File: config.mk
export PLATFORM = sky130hd
export DESIGN_NAME = instr_fetch_queue
export DESIGN_NICKNAME = d
export VERILOG_FILES = /design/src/rtl/core_pkg.sv /design/src/rtl/fetch_fifo.sv /design/src/rtl/instr_fetch_queue.sv
export SDC_FILE = /design/constraint.sdc
export NUM_CORES = 1
export LEC_CHECK = 0
export CORE_ASPECT_RATIO = 0.75
export CORE_MARGIN = 2
export CORE_UTILIZATION = 47
export DETAILED_ROUTE_END_ITERATION = 6
export PLACE_DENSITY_LB_ADDON = 0.05
export RECOVER_POWER = 100
export SLEW_MARGIN = 20
export SYNTH_ARGS = -nofsm -noshare
export SYNTH_HDL_FRONTEND = slang
export SYNTH_SLANG_ARGS = --single-unit
export TNS_END_PERCENT = 20
File: constraint.sdc
create_clock -name clk -period 8.23 [get_ports clk]
set_clock_uncertainty 0.2 [all_clocks]
set_input_delay 1.2345 -clock clk [delete_from_list [all_inputs] [get_ports clk]]
set_output_delay 1.2345 -clock clk [all_outputs]
set_load 0.005 [all_outputs]
File: src/rtl/core_pkg.sv
// rtl/core_pkg.sv - shared fetch-stage constants and the queued entry type
package core_pkg;

    localparam int XLEN = 32;
    localparam logic [XLEN-1:0] NOP_INSTR = 32'h0000_0013;

    typedef struct packed {
        logic [XLEN-1:0] instr;
        logic [XLEN-1:0] pc;
    } fetch_entry_t;

endpackage

File: src/rtl/fetch_fifo.sv
// rtl/fetch_fifo.sv - in-order register queue with push/pop/flush and occupancy count
module fetch_fifo #(
    parameter int WIDTH = 64,
    parameter int DEPTH = 4
) (
    input  logic                     clk,
    input  logic                     rst,
    input  logic                     push,
    input  logic [WIDTH-1:0]         push_data,
    input  logic                     pop,
    input  logic                     flush,
    output logic [WIDTH-1:0]         head,
    output logic [$clog2(DEPTH):0]   count
);

    localparam int AW = $clog2(DEPTH);
    localparam logic [AW:0] FULL_COUNT = (AW+1)'(DEPTH);

    logic [WIDTH-1:0] mem [DEPTH];
    logic [AW:0]      wr_ptr;
    logic [AW:0]      rd_ptr;
    logic             do_push;
    logic             do_pop;

    assign count   = wr_ptr - rd_ptr;
    assign do_pop  = pop && (count != '0);
    // a pop frees the slot being written, so push-while-full is legal alongside it
    assign do_push = push && ((count != FULL_COUNT) || do_pop);
    assign head    = mem[rd_ptr[AW-1:0]];

    always_ff @(posedge clk) begin
        if (rst || flush) begin
            wr_ptr <= '0;
            rd_ptr <= '0;
        end else begin
            if (do_push) begin
                wr_ptr <= wr_ptr + 1'b1;
            end
            if (do_pop) begin
                rd_ptr <= rd_ptr + 1'b1;
            end
        end
    end

    always_ff @(posedge clk) begin
        if (do_push) begin
            mem[wr_ptr[AW-1:0]] <= push_data;
        end
    end

endmodule

File: src/rtl/instr_fetch_queue.sv
// rtl/instr_fetch_queue.sv - fetch stage: sequential PCs, credit-limited imem requests, decode queue; FETCH_PERF_CNT_EN adds perf counters
module instr_fetch_queue
    import core_pkg::*;
#(
    parameter int              XLEN       = core_pkg::XLEN,
    parameter logic [XLEN-1:0] RESET_PC   = '0,
    parameter int              FIFO_DEPTH = 4,
    parameter int              PC_STEP    = 4
) (
    input  logic            clk,
    input  logic            rst,
    output logic            imem_req_valid,
    input  logic            imem_req_ready,
    output logic [XLEN-1:0] imem_req_addr,
    input  logic            imem_rsp_valid,
    input  logic [XLEN-1:0] imem_rsp_data,
    input  logic            redirect_valid,
    input  logic [XLEN-1:0] redirect_pc,
    output logic            dec_valid,
    input  logic            dec_ready,
    output logic [XLEN-1:0] dec_instr,
`ifdef FETCH_PERF_CNT_EN
    output logic [31:0]     perf_fetched,
    output logic [31:0]     perf_dropped,
    output logic [31:0]     perf_stall,
`endif
    output logic [XLEN-1:0] dec_pc
);

    localparam int CW = $clog2(FIFO_DEPTH) + 1;
    localparam logic [CW:0] CREDITS = (CW+1)'(FIFO_DEPTH);

    logic [XLEN-1:0] fetch_pc;
    logic [CW-1:0]   count;
    logic [CW-1:0]   inflight;
    logic [CW-1:0]   inflight_next;
    logic [CW-1:0]   drop;
    logic            req_fire;
    logic            rsp_retire;
    logic            rsp_drop;
    logic            rsp_keep;
    logic            dec_fire;
    logic [XLEN-1:0] rsp_pc;
    fetch_entry_t    push_entry;
    fetch_entry_t    head_entry;

    // queued words plus outstanding requests never exceed the queue, so responses always fit
    assign imem_req_valid = !rst && (({1'b0, count} + {1'b0, inflight}) < CREDITS);
    assign imem_req_addr  = fetch_pc;
    assign req_fire       = imem_req_valid && imem_req_ready;

    assign rsp_retire    = imem_rsp_valid && (inflight != '0);
    assign rsp_drop      = rsp_retire && (redirect_valid || (drop != '0));
    assign rsp_keep      = rsp_retire && !rsp_drop;
    assign inflight_next = inflight + CW'(req_fire) - CW'(rsp_retire);

    assign dec_valid = (count != '0);
    assign dec_fire  = dec_valid && dec_ready;
    assign dec_instr = dec_valid ? head_entry.instr : '0;
    assign dec_pc    = dec_valid ? head_entry.pc : '0;

    assign push_entry = '{instr: imem_rsp_data, pc: rsp_pc};

    always_ff @(posedge clk) begin
        if (rst) begin
            fetch_pc <= RESET_PC;
        end else if (redirect_valid) begin
            fetch_pc <= redirect_pc;
        end else if (req_fire) begin
            fetch_pc <= fetch_pc + XLEN'(PC_STEP);
        end
    end

    // everything still outstanding after this cycle belongs to the old path, including a same-cycle accept
    always_ff @(posedge clk) begin
        if (rst) begin
            drop <= '0;
        end else if (redirect_valid) begin
            drop <= inflight_next;
        end else if (rsp_drop) begin
            drop <= drop - 1'b1;
        end
    end

    fetch_fifo #(
        .WIDTH (XLEN),
        .DEPTH (FIFO_DEPTH)
    ) u_pc_fifo (
        .clk       (clk),
        .rst       (rst),
        .push      (req_fire),
        .push_data (fetch_pc),
        .pop       (rsp_retire),
        .flush     (1'b0),
        .head      (rsp_pc),
        .count     (inflight)
    );

    fetch_fifo #(
        .WIDTH ($bits(fetch_entry_t)),
        .DEPTH (FIFO_DEPTH)
    ) u_entry_fifo (
        .clk       (clk),
        .rst       (rst),
        .push      (rsp_keep),
        .push_data (push_entry),
        .pop       (dec_fire),
        .flush     (redirect_valid),
        .head      (head_entry),
        .count     (count)
    );

`ifdef FETCH_PERF_CNT_EN
    always_ff @(posedge clk) begin
        if (rst) begin
            perf_fetched <= '0;
            perf_dropped <= '0;
            perf_stall   <= '0;
        end else begin
            if (rsp_keep) begin
                perf_fetched <= perf_fetched + 32'd1;
            end
            if (rsp_drop) begin
                perf_dropped <= perf_dropped + 32'd1;
            end
            if (imem_req_valid && !imem_req_ready) begin
                perf_stall <= perf_stall + 32'd1;
            end
        end
    end
`endif

    always_ff @(posedge clk) begin
        if (!rst) begin
            assert (!(imem_rsp_valid && (inflight == '0)));
        end
    end

endmodule

==> metrics.sh, run 1 <==
OUTCOME='complete, but fails checks'
FAILED_CHECKS='capacitance limit, slew limit'
CORE.ROWCOUNT=61
START_UTIL_PCT=47.5
PATH_MAX_FANOUT=23
CLOCK_SINK_COUNT=435
CTS.CLK_SLEW.WORST_PATHS_NS=0.06
PWR_DENSITY_CELL_nW_PER_UM2=265
FINAL_LAYOUT_SIZE_SUFFIX_GT1_SHARE_PCT=14.7
TIMING.MAX_SLEW.REL_SLACK_PCT=-136
ACHIEVABLE-FREQUENCY_MHz=159
HTREE_NUM_LEVELS=2
VIAS_AFTER_DETAILED_ROUTING=9371
END_POINT_OF_THE_WORST_HOLD_PATH='drop[2]'
WORST_SETUP_PATH_END_KIND='register'
COREAREA_SQ_UM=36900
NUM-NETS-FINAL=1234
PERIOD_MINUS_SLACK_NS=6.30
FIRSTDRTPASSITERS=5
DPL_CELL_AREA_SQ_UM=19800
LEFTOVER_OVERFLOW_AT_THE_END_OF_GLOBAL_ROUTING=0
FIN_AREA_SQ_UM=21000
TIGHTESTPINTRANSITION_NS=3.54
CRITICAL_PATH.REG2REG.STARTPOINT='u_pc_fifo.wr_ptr[0]'
HOLD_PATH_STARTPOINT='drop[2]'
DP.FINAL_HPWL_MICRONS=22600
WORST_IR_DROP_VDD_mV=0.138
DETAILED_ROUTE_DRC_ERROR_COUNT=0
SYNTH_ENABLE_FLOP_CELLS=384
PLACED_CELLS_INCL_TAPS=1602
PLACE_CONGESTION=0.785
FIN_UTIL_PCT=56.9
GRT_PASS1_WL_MICRONS=57400
SYNTH-SEQ-CELLS=435
YOSYSTOPAREACELL='sky130_fd_sc_hd__edfxtp_1'
TIMING.REG2REG.SETUP_SLACK_NS=1.93
HOLD_PATH_CELLS=1
WORST_SKEW_PAIR.LATE_LATENCY_NS=0.54
CTS-BUFFERS-INSERTED=42
GRT_PASS1_VIAS=9566
SYNTH_ASYNC_SR_FLOP_SHARE_PCT=0
DRT-INITIAL-DRC-COUNT=661
IO_BUFFERS=167
CRITICAL_PATH.STARTPOINT_TYPE='register'
TIMING_HOLD_VIOLATIONS_FINAL=0
TRITONCTS='done'
SYN_AREA_PER_CELL_SQ_UM=18.2
YS_DOMINANT_REG_CELL='sky130_fd_sc_hd__edfxtp_1'
CP_DATA_REQUIRED_TIME_NS=8.17
CTS_HOLD_BUFFERS=0
GR-USAGE-ALL-LAYERS_PCT=19.7
POSTCTSSETUPBUFFERS=0
FINAL_MAX_SLEW_VIOL_COUNT=264
AREA_GROWTH_SYN_TO_LAYOUT_PCT=19.8
INSTANCES_NO_FILL=1677
NUM_IO_PINS=168
SETUP-TNS-FINAL_NS=0
POWER.LEAKAGE_nW=6.86
GRT_MAX_DEGREE=66
POST_DRT_WL_PER_CELL_MICRONS=22.0
HOLD_PATH.CLASS='register to register'
CRITPATHARRIVALTIME_NS=6.24
FP.DIEAREA_SQ_UM=38900
SETUP_VIOLATIONS=0
POST-SYNTH-TOP-AREA-FRACTION_PCT=65.8
HOLDWS_NS=0.267
SYN-INSTANCE-COUNT=964
SYNTH_AREA_SQ_UM=17500
CTS_ROOT_BUF='sky130_fd_sc_hd__clkbuf_16'
SYNTHTOPCELLSBYAREA='sky130_fd_sc_hd__edfxtp_1 (66%), sky130_fd_sc_hd__mux4_2 (12%), sky130_fd_sc_hd__dfxtp_1 (5.8%)'
MET2_WIRELENGTH_MICRONS=17300
GRT_SETUP_UNREPAIRED='false'
DIE-WIDTH_MICRONS=227
DR.MAX_LAYER_USED='met4'
PORTION_OF_THE_POST_SYNTHESIS_AREA_USED_BY_SEQUENTIAL_ELEMENTS_PCT=71.6
SYNTHDISTINCTLIBCELLS=64
TIMING.RR.END='u_pc_fifo.mem[3][26]'
SYNTH-WARNING-COUNT=0
DIE_H_MICRONS=171
PATH_CLASS='register to register'
TOTALWIRELENGTH_MICRONS=36900
CTS-ROOT-TO-SINK-BUFFERS=3
WORST_R2R_PATH_DEPTH=10
DRTANTENNAVIOLNETS=0
ANTENNA_FOUND_INITIAL=0
CTSRESIZECOUNT=0
NUM_ANTENNA_CELLS=0
TIMING.FINAL.CRIT_SHARE_PCT=76.6
ROUTEDLENGTHMET1_MICRONS=17200
AVGVIACOUNTPERCELL=5.59
SYNTH_NETS=1056
DR_WL_MET3_MICRONS=1810
CAP_VIOL_MAX_COUNT=8
layout make-up:
type / count / area (sq um)
repair buffers: 183 / 1750
multi-input cells: 454 / 4640
fillers: 2914 / 15900
inverters: 26 / 100
well taps: 504 / 631
clock buffers: 54 / 1130
clock inverters: 21 / 196
flip-flops and latches: 435 / 12600
placed cells by master (no fill, tap or decap), types with 12 or more instances in the layout:
master,Yosys,layout
sky130_fd_sc_hd__mux4_2,96,96
sky130_fd_sc_hd__clkdlybuf4s50_1,0,37
sky130_fd_sc_hd__nor2_1,38,38
sky130_fd_sc_hd__nand4_1,15,15
sky130_fd_sc_hd__clkinv_1,0,12
sky130_fd_sc_hd__edfxtp_1,384,384
sky130_fd_sc_hd__inv_1,23,25
sky130_fd_sc_hd__clkbuf_16,0,43
sky130_fd_sc_hd__nor2b_1,70,70
sky130_fd_sc_hd__o31ai_1,12,12
sky130_fd_sc_hd__dfxtp_1,51,49
sky130_fd_sc_hd__ha_1,19,19
sky130_fd_sc_hd__a311oi_1,12,12
sky130_fd_sc_hd__dlygate4sd3_1,0,128
sky130_fd_sc_hd__nand2_1,25,25
sky130_fd_sc_hd__clkbuf_1,30,18
sky130_fd_sc_hd__nand3_1,15,15
how the worst max path moves through the flow:
stage                             start  depth (start not counted)  slack, ns                   end
global placement    u_pc_fifo.wr_ptr[0]                         10       3.50   u_pc_fifo.mem[2][7]
finish              u_pc_fifo.wr_ptr[0]                         10       1.93  u_pc_fifo.mem[3][26]
floorplan           u_pc_fifo.wr_ptr[0]                         10       3.90   u_pc_fifo.mem[3][0]
global route        u_pc_fifo.wr_ptr[0]                         10       1.44  u_pc_fifo.mem[3][19]
CTS                 u_pc_fifo.wr_ptr[0]                          9       2.94        imem_req_valid
detailed placement  u_pc_fifo.wr_ptr[0]                         10       3.48   u_pc_fifo.mem[2][6]
Yosys cell counts (all sizes together) (9+ instances only):
cell type	n
a211oi	10
a311oi	12
and3	10
buf	19
clkbuf	30
dfxtp	51
edfxtp	384
ha	19
inv	26
mux4	96
nand2	25
nand3	15
nand4	16
nor2	38
nor2b	70
nor3	11
nor4	11
o21ai	9
o31ai	12
or4	11
logic make-up after synthesis:
kind of cell	share of synthesized area (%)
AND/OR/NAND/NOR	8.20
adder cells (fa/ha/maj)	1.70
buffers and inverters	1.72
XOR/XNOR	0.813
multiplexers	12.6
AO/OA/AOI/OAI	3.43
flip-flops	71.6
registers in the layout, indices dropped and copies added (netlist names), named ones only:
| register | count |
|---|---|
| u_entry_fifo.rd_ptr | 3 |
| drop | 3 |
| u_pc_fifo.mem | 128 |
| u_entry_fifo.wr_ptr | 3 |
| imem_req_addr | 32 |
| u_pc_fifo.wr_ptr | 3 |
| u_pc_fifo.rd_ptr | 3 |
| u_entry_fifo.mem | 256 |
power breakdown:
group | total, mW | internal, mW | switching (mW)
Combinational | 0.950 | 0.435 | 0.515
Sequential | 2.75 | 2.68 | 0.0738
Clock | 1.86 | 1.09 | 0.770
Total | 5.56 | 4.20 | 1.36
stage by stage:
stage | setup slack, ns | power (mW)
after floorplan | 3.90 | 3.41
after global placement | 3.50 | 3.78
after detailed placement | 3.48 | 3.80
after CTS | 2.94 | 5.66
after global routing | 1.44 | 5.83
final | 1.93 | 5.56
metal layers:
metal	GRT usage, %	vias to the layer above
li1	-	4242
met1	29.4	4836
met2	30.6	244
met3	2.78	49
met4	5.17	0
met5	0	-
critical path, stage by stage, from the launching register on:
cell and delay, ns:
sky130_fd_sc_hd__dfxtp_1 0.35, sky130_fd_sc_hd__inv_1 0.12, sky130_fd_sc_hd__ha_1 0.15, sky130_fd_sc_hd__inv_1 0.04, sky130_fd_sc_hd__fa_1 0.38, sky130_fd_sc_hd__xnor3_1 0.48
sky130_fd_sc_hd__ha_1 0.29, sky130_fd_sc_hd__or4_1 0.65, sky130_fd_sc_hd__a2111oi_0 1.25, sky130_fd_sc_hd__and2_0 0.84, sky130_fd_sc_hd__clkbuf_1 1.13
(Power assumes the default switching activity.)
==> run 2: changes to the inputs <==
- clock period: 8.23 -> 5.4 ns (I/O delays scaled with it)
==> run 2 against run 1 <==
- the flow still finishes with violations (capacitance limit, slew limit)
- wire length grew 0.61%
- clock power is 55% higher
- core utilization up 0.28 points
- total power increased by 54%
- first-iteration DRC count rose by 2.1%
- die area is the same
- sequential cell count did not move
- combinational power grew 56%
- setup slack got worse by 1.4 ns
- count of clock-buffer cells in the layout down 1
- register-to-register slack lost 1.3 ns
- hold slack gained 0.0070 ns
- critical path type is now register to output pin
- critical endpoint is now imem_req_valid
- largest power group unchanged
==> metrics.sh, run 2 (same netlist as run 1, synthesis figures left out) <==
FIN_AREA_SQ_UM=21100  # +0.50%
CORE.ROWCOUNT=61  # unchanged
IO_BUFFERS=167  # unchanged
WORST_IR_DROP_VDD_mV=0.312  # +130%
HOLD_PATH.CLASS='register to register'
TIMING_HOLD_VIOLATIONS_FINAL=0  # unchanged
NUM_IO_PINS=168  # unchanged
TRITONCTS='done'
CRITICAL_PATH.REG2REG.STARTPOINT='u_pc_fifo.wr_ptr[0]'
LEFTOVER_OVERFLOW_AT_THE_END_OF_GLOBAL_ROUTING=0  # unchanged
FP.DIEAREA_SQ_UM=38900  # unchanged
FILL_CELLS=2928  # +0.48%
DETAILED_ROUTE_DRC_ERROR_COUNT=0  # unchanged
GRT_PASS1_WL_MICRONS=56600  # -1.2%
SETUP_VIOLATIONS=0  # unchanged
PATH_CLASS='register to output pin'
FIN_UTIL_PCT=57.2  # +0.28 points
NUM-NETS-FINAL=1240  # +0.49%
DP.FINAL_HPWL_MICRONS=22900  # +1.1%
FINAL_COMMON_CELL='sky130_fd_sc_hd__edfxtp_1'
WORST_SETUP_PATH_END_KIND='output pin'
GRT_SETUP_UNREPAIRED='false'
LARGEST_REG_FLOPS=256  # unchanged
AREA_GROWTH_SYN_TO_LAYOUT_PCT=20.4
TIMING.MAX_SLEW.REL_SLACK_PCT=-94.5  # +42 points
CTS_HOLD_BUFFERS=0  # unchanged
GR-USAGE-ALL-LAYERS_PCT=19.5  # -0.20 points
DRTANTENNAVIOLNETS=0  # unchanged
FAILED_CHECKS='capacitance limit, slew limit'
POST_DRT_WL_PER_CELL_MICRONS=22.1  # +0.19%
DRT-INITIAL-DRC-COUNT=675  # +2.1%
COREAREA_SQ_UM=36900  # unchanged
HOLDWS_NS=0.274  # +0.00702 ns
FINAL_LAYOUT_SIZE_SUFFIX_GT1_SHARE_PCT=16.0  # +1.3 points
PATH_MAX_FANOUT=7  # -70%
TIMING.FINAL.WS_SETUP_NS=0.555  # -1.37 ns
SETUP-TNS-FINAL_NS=0  # unchanged
TIMING.FINAL.CRIT_SHARE_PCT=89.7
CRITPATHARRIVALTIME_NS=3.84  # -2.40 ns
PWR_DENSITY_CELL_nW_PER_UM2=406  # +53%
POWER.LEAKAGE_nW=6.90  # +0.68%
DIE-WIDTH_MICRONS=227  # unchanged
AVGVIACOUNTPERCELL=5.55  # -0.68%
POWER_mW=8.56  # +54%
DIE_H_MICRONS=171  # unchanged
WORST_SKEW_PAIR.LATE_LATENCY_NS=0.53  # about the same
CRITICAL_PATH.STARTPOINT_TYPE='register'
HTREE_NUM_LEVELS=2  # unchanged
VIAS_AFTER_DETAILED_ROUTING=9346  # -0.27%
CTS-ROOT-TO-SINK-BUFFERS=3  # unchanged
ACHIEVABLE-FREQUENCY_MHz=206
PLACED_CELLS_INCL_TAPS=1607  # +0.31%
MOSTFREQUENTLAYOUTCELLS='sky130_fd_sc_hd__edfxtp_1 (384), sky130_fd_sc_hd__dlygate4sd3_1 (126), sky130_fd_sc_hd__mux4_2 (96)'
CTS.CLK_SLEW.WORST_PATHS_NS=0.06  # about the same
DPL_CELL_AREA_SQ_UM=19900  # +0.44%
POSTCTSSETUPBUFFERS=0  # unchanged
HOLD_PATH_STARTPOINT='drop[2]'
CRITICAL_PATH.STARTPOINT='u_pc_fifo.wr_ptr[0]'
CTSRESIZECOUNT=0  # unchanged
TIGHTESTPINTRANSITION_NS=2.92  # -0.625 ns
GRT_MAX_DEGREE=65  # -1.5%
START_UTIL_PCT=47.5  # unchanged
FINAL_MAX_SLEW_VIOL_COUNT=142  # -46%
OUTCOME='complete, but fails checks'
GRT_PASS1_VIAS=9340  # -2.4%
CP_DATA_REQUIRED_TIME_NS=4.39  # -3.78 ns
CTS-BUFFERS-INSERTED=43  # +2.4%
CTS_ROOT_BUF='sky130_fd_sc_hd__clkbuf_16'
INSTANCES_NO_FILL=1684  # +0.42%
POST-PLACE-WS_NS=1.04  # -2.44 ns
PERIOD_MINUS_SLACK_NS=4.85
CAP_VIOL_MAX_COUNT=4  # -4
CLOCK_SINK_COUNT=435  # unchanged
PLACE_CONGESTION=0.800  # +1.9%
FIRSTDRTPASSITERS=5  # unchanged
ANTENNA_FOUND_INITIAL=1  # +1
TOTALWIRELENGTH_MICRONS=37100  # +0.61%
## run 2: changes by cell type in the layout (fill, tap and decap cells not counted), sizes merged
cell | previous run | this run
buf | 10 | 8
clkbuf | 62 | 68
clkdlybuf4s50 | 37 | 39
clkinvlp | 1 | 2
diode | 0 | 2
dlygate4sd3 | 128 | 126
## run 2: worst max-delay path, stage by stage (launching register included)
cell,delay [ns]
sky130_fd_sc_hd__dfxtp_1,0.34
sky130_fd_sc_hd__inv_1,0.12
sky130_fd_sc_hd__ha_1,0.15
sky130_fd_sc_hd__inv_1,0.05
sky130_fd_sc_hd__fa_1,0.38
sky130_fd_sc_hd__xnor3_1,0.50
sky130_fd_sc_hd__ha_1,0.30
sky130_fd_sc_hd__or4_1,0.71
sky130_fd_sc_hd__nor2_1,0.18
sky130_fd_sc_hd__dlygate4sd3_1,0.58
## run 2: final cells by class
cell class,instances,area [sq um],share of cell area [%]
Clock inverter,22,213,1.01
Inverter,26,100,0.474
Clock buffer,53,1140,5.42
Timing Repair Buffer,188,1790,8.49
Antenna cell,2,5.00,0.0237
Multi-Input combinational cell,454,4670,22.1
Tap cell,504,631,2.99
Sequential cell,435,12600,59.5
## run 2: path summary, 6_finish.rpt
check                           slack [ns]                 endpoint  cells past startpoint
worst min register to register        0.27                  drop[2]                      1
worst min-delay path                  0.27                  drop[2]                      1
worst max register to register        0.58  u_entry_fifo.mem[2][14]                      9
worst max-delay path                  0.55           imem_req_valid                      9
## run 2: power breakdown
group          switching [mW]  internal, mW
Sequential              0.108          4.08
Combinational           0.807         0.671
Clock                    1.20          1.69
## run 2: metal layers
metal | GRT usage [%] | share of wire (%)
met4 | 4.63 | 1.5
met2 | 30.5 | 47
met5 | 0 | 0
met1 | 28.6 | 46
met3 | 3.64 | 5.0
==> run 3: changes to the inputs <==
- CAP_MARGIN: default -> 20
- CORE_MARGIN: 2 -> 5
- SLEW_MARGIN: 20 -> default
==> run 3 against run 2 <==
- the run still ends with capacitance limit, slew limit left
- total power hardly changed
- clock power hardly changed
- combinational power hardly changed
- first-iteration DRC count is 0.30% lower
- die area is 6.2% higher
- wire length is 2.8% higher
- maximum frequency is 1.6% lower
- hold slack better by 0.00074 ns
==> metrics.sh, run 3 (same netlist as run 1, synthesis figures left out) <==
GR-USAGE-ALL-LAYERS_PCT=18.8  # -0.68 points
TOTALWIRELENGTH_MICRONS=38200  # +2.8%
PATH_CLASS='register to register'
PWR-SHARE-CLK_PCT=33.7  # about the same
CRITPATHARRIVALTIME_NS=4.86  # +1.02 ns
MULTIINPUTGATEAREA_SQ_UM=4670  # about the same
SWITCHING_SHARE_PCT=24.8  # +0.14 points
TIMING.MAX_SLEW.REL_SLACK_PCT=-88.0  # +6.5 points
HOLD_PATH_CELLS=1  # unchanged
CLOCK_SINK_COUNT=435  # unchanged
POSTCTSSETUPBUFFERS=0  # unchanged
ANTENNA_FOUND_INITIAL=0  # -1
TRITONCTS='done'
POST-PLACE-WS_NS=1.08  # +0.0354 ns
PATH_MAX_FANOUT=51  # +44
WORST_SETUP_PATH_END_KIND='register'
GRT_SETUP_UNREPAIRED='false'
FINAL_LAYOUT_SIZE_SUFFIX_GT1_SHARE_PCT=15.4  # -0.59 points
NUM_IO_PINS=168  # unchanged
COREAREA_SQ_UM=36900  # unchanged
SETUP-TNS-FINAL_NS=0  # unchanged
HOLD_PATH_STARTPOINT='drop[2]'
TIMING.RR.END='u_entry_fifo.mem[1][12]'
CTS_HOLD_BUFFERS=0  # unchanged
CTS-BUFFERS-INSERTED=43  # unchanged
HTREE_NUM_LEVELS=2  # unchanged
ACHIEVABLE-FREQUENCY_MHz=203  # -1.6%
DETAILED_ROUTE_DRC_ERROR_COUNT=0  # unchanged
GROUTE.LAYER.MET1.USAGE_PCT=28.4  # -0.17 points
CRITICAL_PATH.REG2REG.STARTPOINT='u_pc_fifo.wr_ptr[0]'
DIE-WIDTH_MICRONS=233  # +2.6%
GRTUSAGEMET3_PCT=3.26  # -0.38 points
COMBINATIONALPOWERSHARE_PCT=17.4  # about the same
TIMING.REG2REG.SETUP_SLACK_NS=0.48  # -0.10 ns
POWER_REPORT.INTERNAL_TOTAL_mW=6.44  # -0.12%
CP_DATA_REQUIRED_TIME_NS=5.33  # +0.94 ns
HOLDWS_NS=0.275  # +0.000738 ns
PERIOD_MINUS_SLACK_NS=4.92  # +0.0768 ns
FINAL_MAX_SLEW_VIOL_COUNT=187  # +32%
FP.DIEAREA_SQ_UM=41300  # +6.2%
LEFTOVER_OVERFLOW_AT_THE_END_OF_GLOBAL_ROUTING=0  # unchanged
CTSRESIZECOUNT=0  # unchanged
MOSTFREQUENTLAYOUTCELLS='sky130_fd_sc_hd__edfxtp_1 (384), sky130_fd_sc_hd__dlygate4sd3_1 (112), sky130_fd_sc_hd__mux4_2 (96)'
FAILED_CHECKS='capacitance limit, slew limit'
AREA_GROWTH_SYN_TO_LAYOUT_PCT=20.3  # about the same
DP.FINAL_HPWL_MICRONS=23700  # +3.7%
FILL_CELLS=2949  # +0.72%
TOP_USAGE_LAYER='met2'
IO_BUFFERS=167  # unchanged
TIGHTESTPINTRANSITION_NS=2.82  # -0.0972 ns
TIMING.FINAL.CRIT_SHARE_PCT=91.1  # +1.4 points
POST_DRT_WL_PER_CELL_MICRONS=22.7  # +2.9%
POWER.LEAKAGE_nW=6.85  # -0.76%
CORE.ROWCOUNT=61  # unchanged
SETUP_VIOLATIONS=0  # unchanged
FINAL_COMMON_CELL='sky130_fd_sc_hd__edfxtp_1'
END_POINT_OF_THE_WORST_HOLD_PATH='drop[2]'
FIRSTDRTPASSITERS=5  # unchanged
DRT-INITIAL-DRC-COUNT=673  # -0.30%
AVGVIACOUNTPERCELL=5.57  # +0.31%
OUTCOME='complete, but fails checks'
DIE_H_MICRONS=177  # +3.5%
PWR-SHARE-SEQ_PCT=48.9  # about the same
WORST_R2R_PATH_DEPTH=9  # unchanged
DRTANTENNAVIOLNETS=0  # unchanged
TIMING_HOLD_VIOLATIONS_FINAL=0  # unchanged
START_UTIL_PCT=47.5  # unchanged
NUM_ANTENNA_CELLS=0  # -2
GRTUSAGEMET2_PCT=29.4  # -1.1 points
PWR_DENSITY_CELL_nW_PER_UM2=406  # +0.11%
TIMING.FINAL.WS_SETUP_NS=0.478  # -0.0768 ns
GRT_PASS1_WL_MICRONS=59500  # +5.1%
WORST_IR_DROP_VDD_mV=0.203  # -35%
NET-SWITCHING-POWER_mW=2.13  # +0.65%
HOLD_PATH.CLASS='register to register'
CTS-ROOT-TO-SINK-BUFFERS=3  # unchanged
VIAS_AFTER_DETAILED_ROUTING=9364  # +0.19%
POWER_mW=8.57  # about the same
NUM-NETS-FINAL=1237  # -0.24%
CAP_VIOL_MAX_COUNT=5  # +1
CRITICAL_PATH.STARTPOINT_TYPE='register'
CTS_ROOT_BUF='sky130_fd_sc_hd__clkbuf_16'
LARGEST_REG_FLOPS=256  # unchanged
PLACE_CONGESTION=0.808  # +0.96%
GRT_MAX_DEGREE=59  # -9.2%
AREA.SEQUENTIAL_SQ_UM=12600  # unchanged
GRT_PASS1_VIAS=9815  # +5.1%
WORST_SKEW_PAIR.LATE_LATENCY_NS=0.54  # about the same
CTS.CLK_SLEW.WORST_PATHS_NS=0.06  # about the same
run 3: area by class of cell:
class	count	area share, %
multi-input combinational	454	22.1
clock buffer	57	5.60
clock inverter	21	0.854
inverter	26	0.474
timing repair buffer	185	8.45
tap	504	2.99
sequential	435	59.5
run 3: layer usage:
layer / routed length, microns / up-vias
li1: - / 4244
met1: 18000 / 4834
met2: 17800 / 234
met3: 1940 / 52
met5: 0 / -
met4: 530 / 0
run 3: worst max-delay path by stage:
| stage | from | end | slack [ns] |
|---|---|---|---|
| 3_3_place_gp | u_pc_fifo.wr_ptr[0] | u_pc_fifo.mem[0][1] | 1.13 |
| 5_1_grt | u_entry_fifo.wr_ptr[0] | dec_instr[31] | 0.21 |
| 6_report | u_pc_fifo.wr_ptr[0] | u_entry_fifo.mem[1][12] | 0.48 |
| 2_1_floorplan | u_pc_fifo.wr_ptr[0] | u_pc_fifo.mem[3][0] | 1.07 |
| 3_5_place_dp | u_pc_fifo.wr_ptr[0] | u_pc_fifo.mem[2][1] | 1.08 |
| 4_1_cts | u_pc_fifo.wr_ptr[0] | imem_req_valid | 0.53 |
run 3: metrics by stage:
step	util, %	instance area [sq um]	std cells
finish	57.1	21100	1682
global route	57.1	21100	1682
CTS	57.4	21200	1682
detailed placement	53.7	19900	1604
global placement	53.7	19900	1604
floorplan	-	17500	964
run 3: critical path, cell delays in order (launching register included):
cell and delay (ns):
sky130_fd_sc_hd__dfxtp_1 0.34, sky130_fd_sc_hd__inv_1 0.11, sky130_fd_sc_hd__ha_1 0.15, sky130_fd_sc_hd__inv_1 0.04, sky130_fd_sc_hd__fa_1 0.38, sky130_fd_sc_hd__xnor3_1 0.51
sky130_fd_sc_hd__o21ai_0 0.27, sky130_fd_sc_hd__inv_1 0.35, sky130_fd_sc_hd__and3_1 0.85, sky130_fd_sc_hd__buf_2 1.22
run 3: power groups by stage:
stage / registers, mW / logic, mW / clock network [mW]
after floorplan: 4.22 / 0.986 / 0
after global placement: 4.25 / 1.55 / 0
after detailed placement: 4.25 / 1.56 / 0
after CTS: 4.18 / 1.57 / 2.96
after global routing: 4.21 / 1.64 / 3.11
final: 4.19 / 1.49 / 2.89
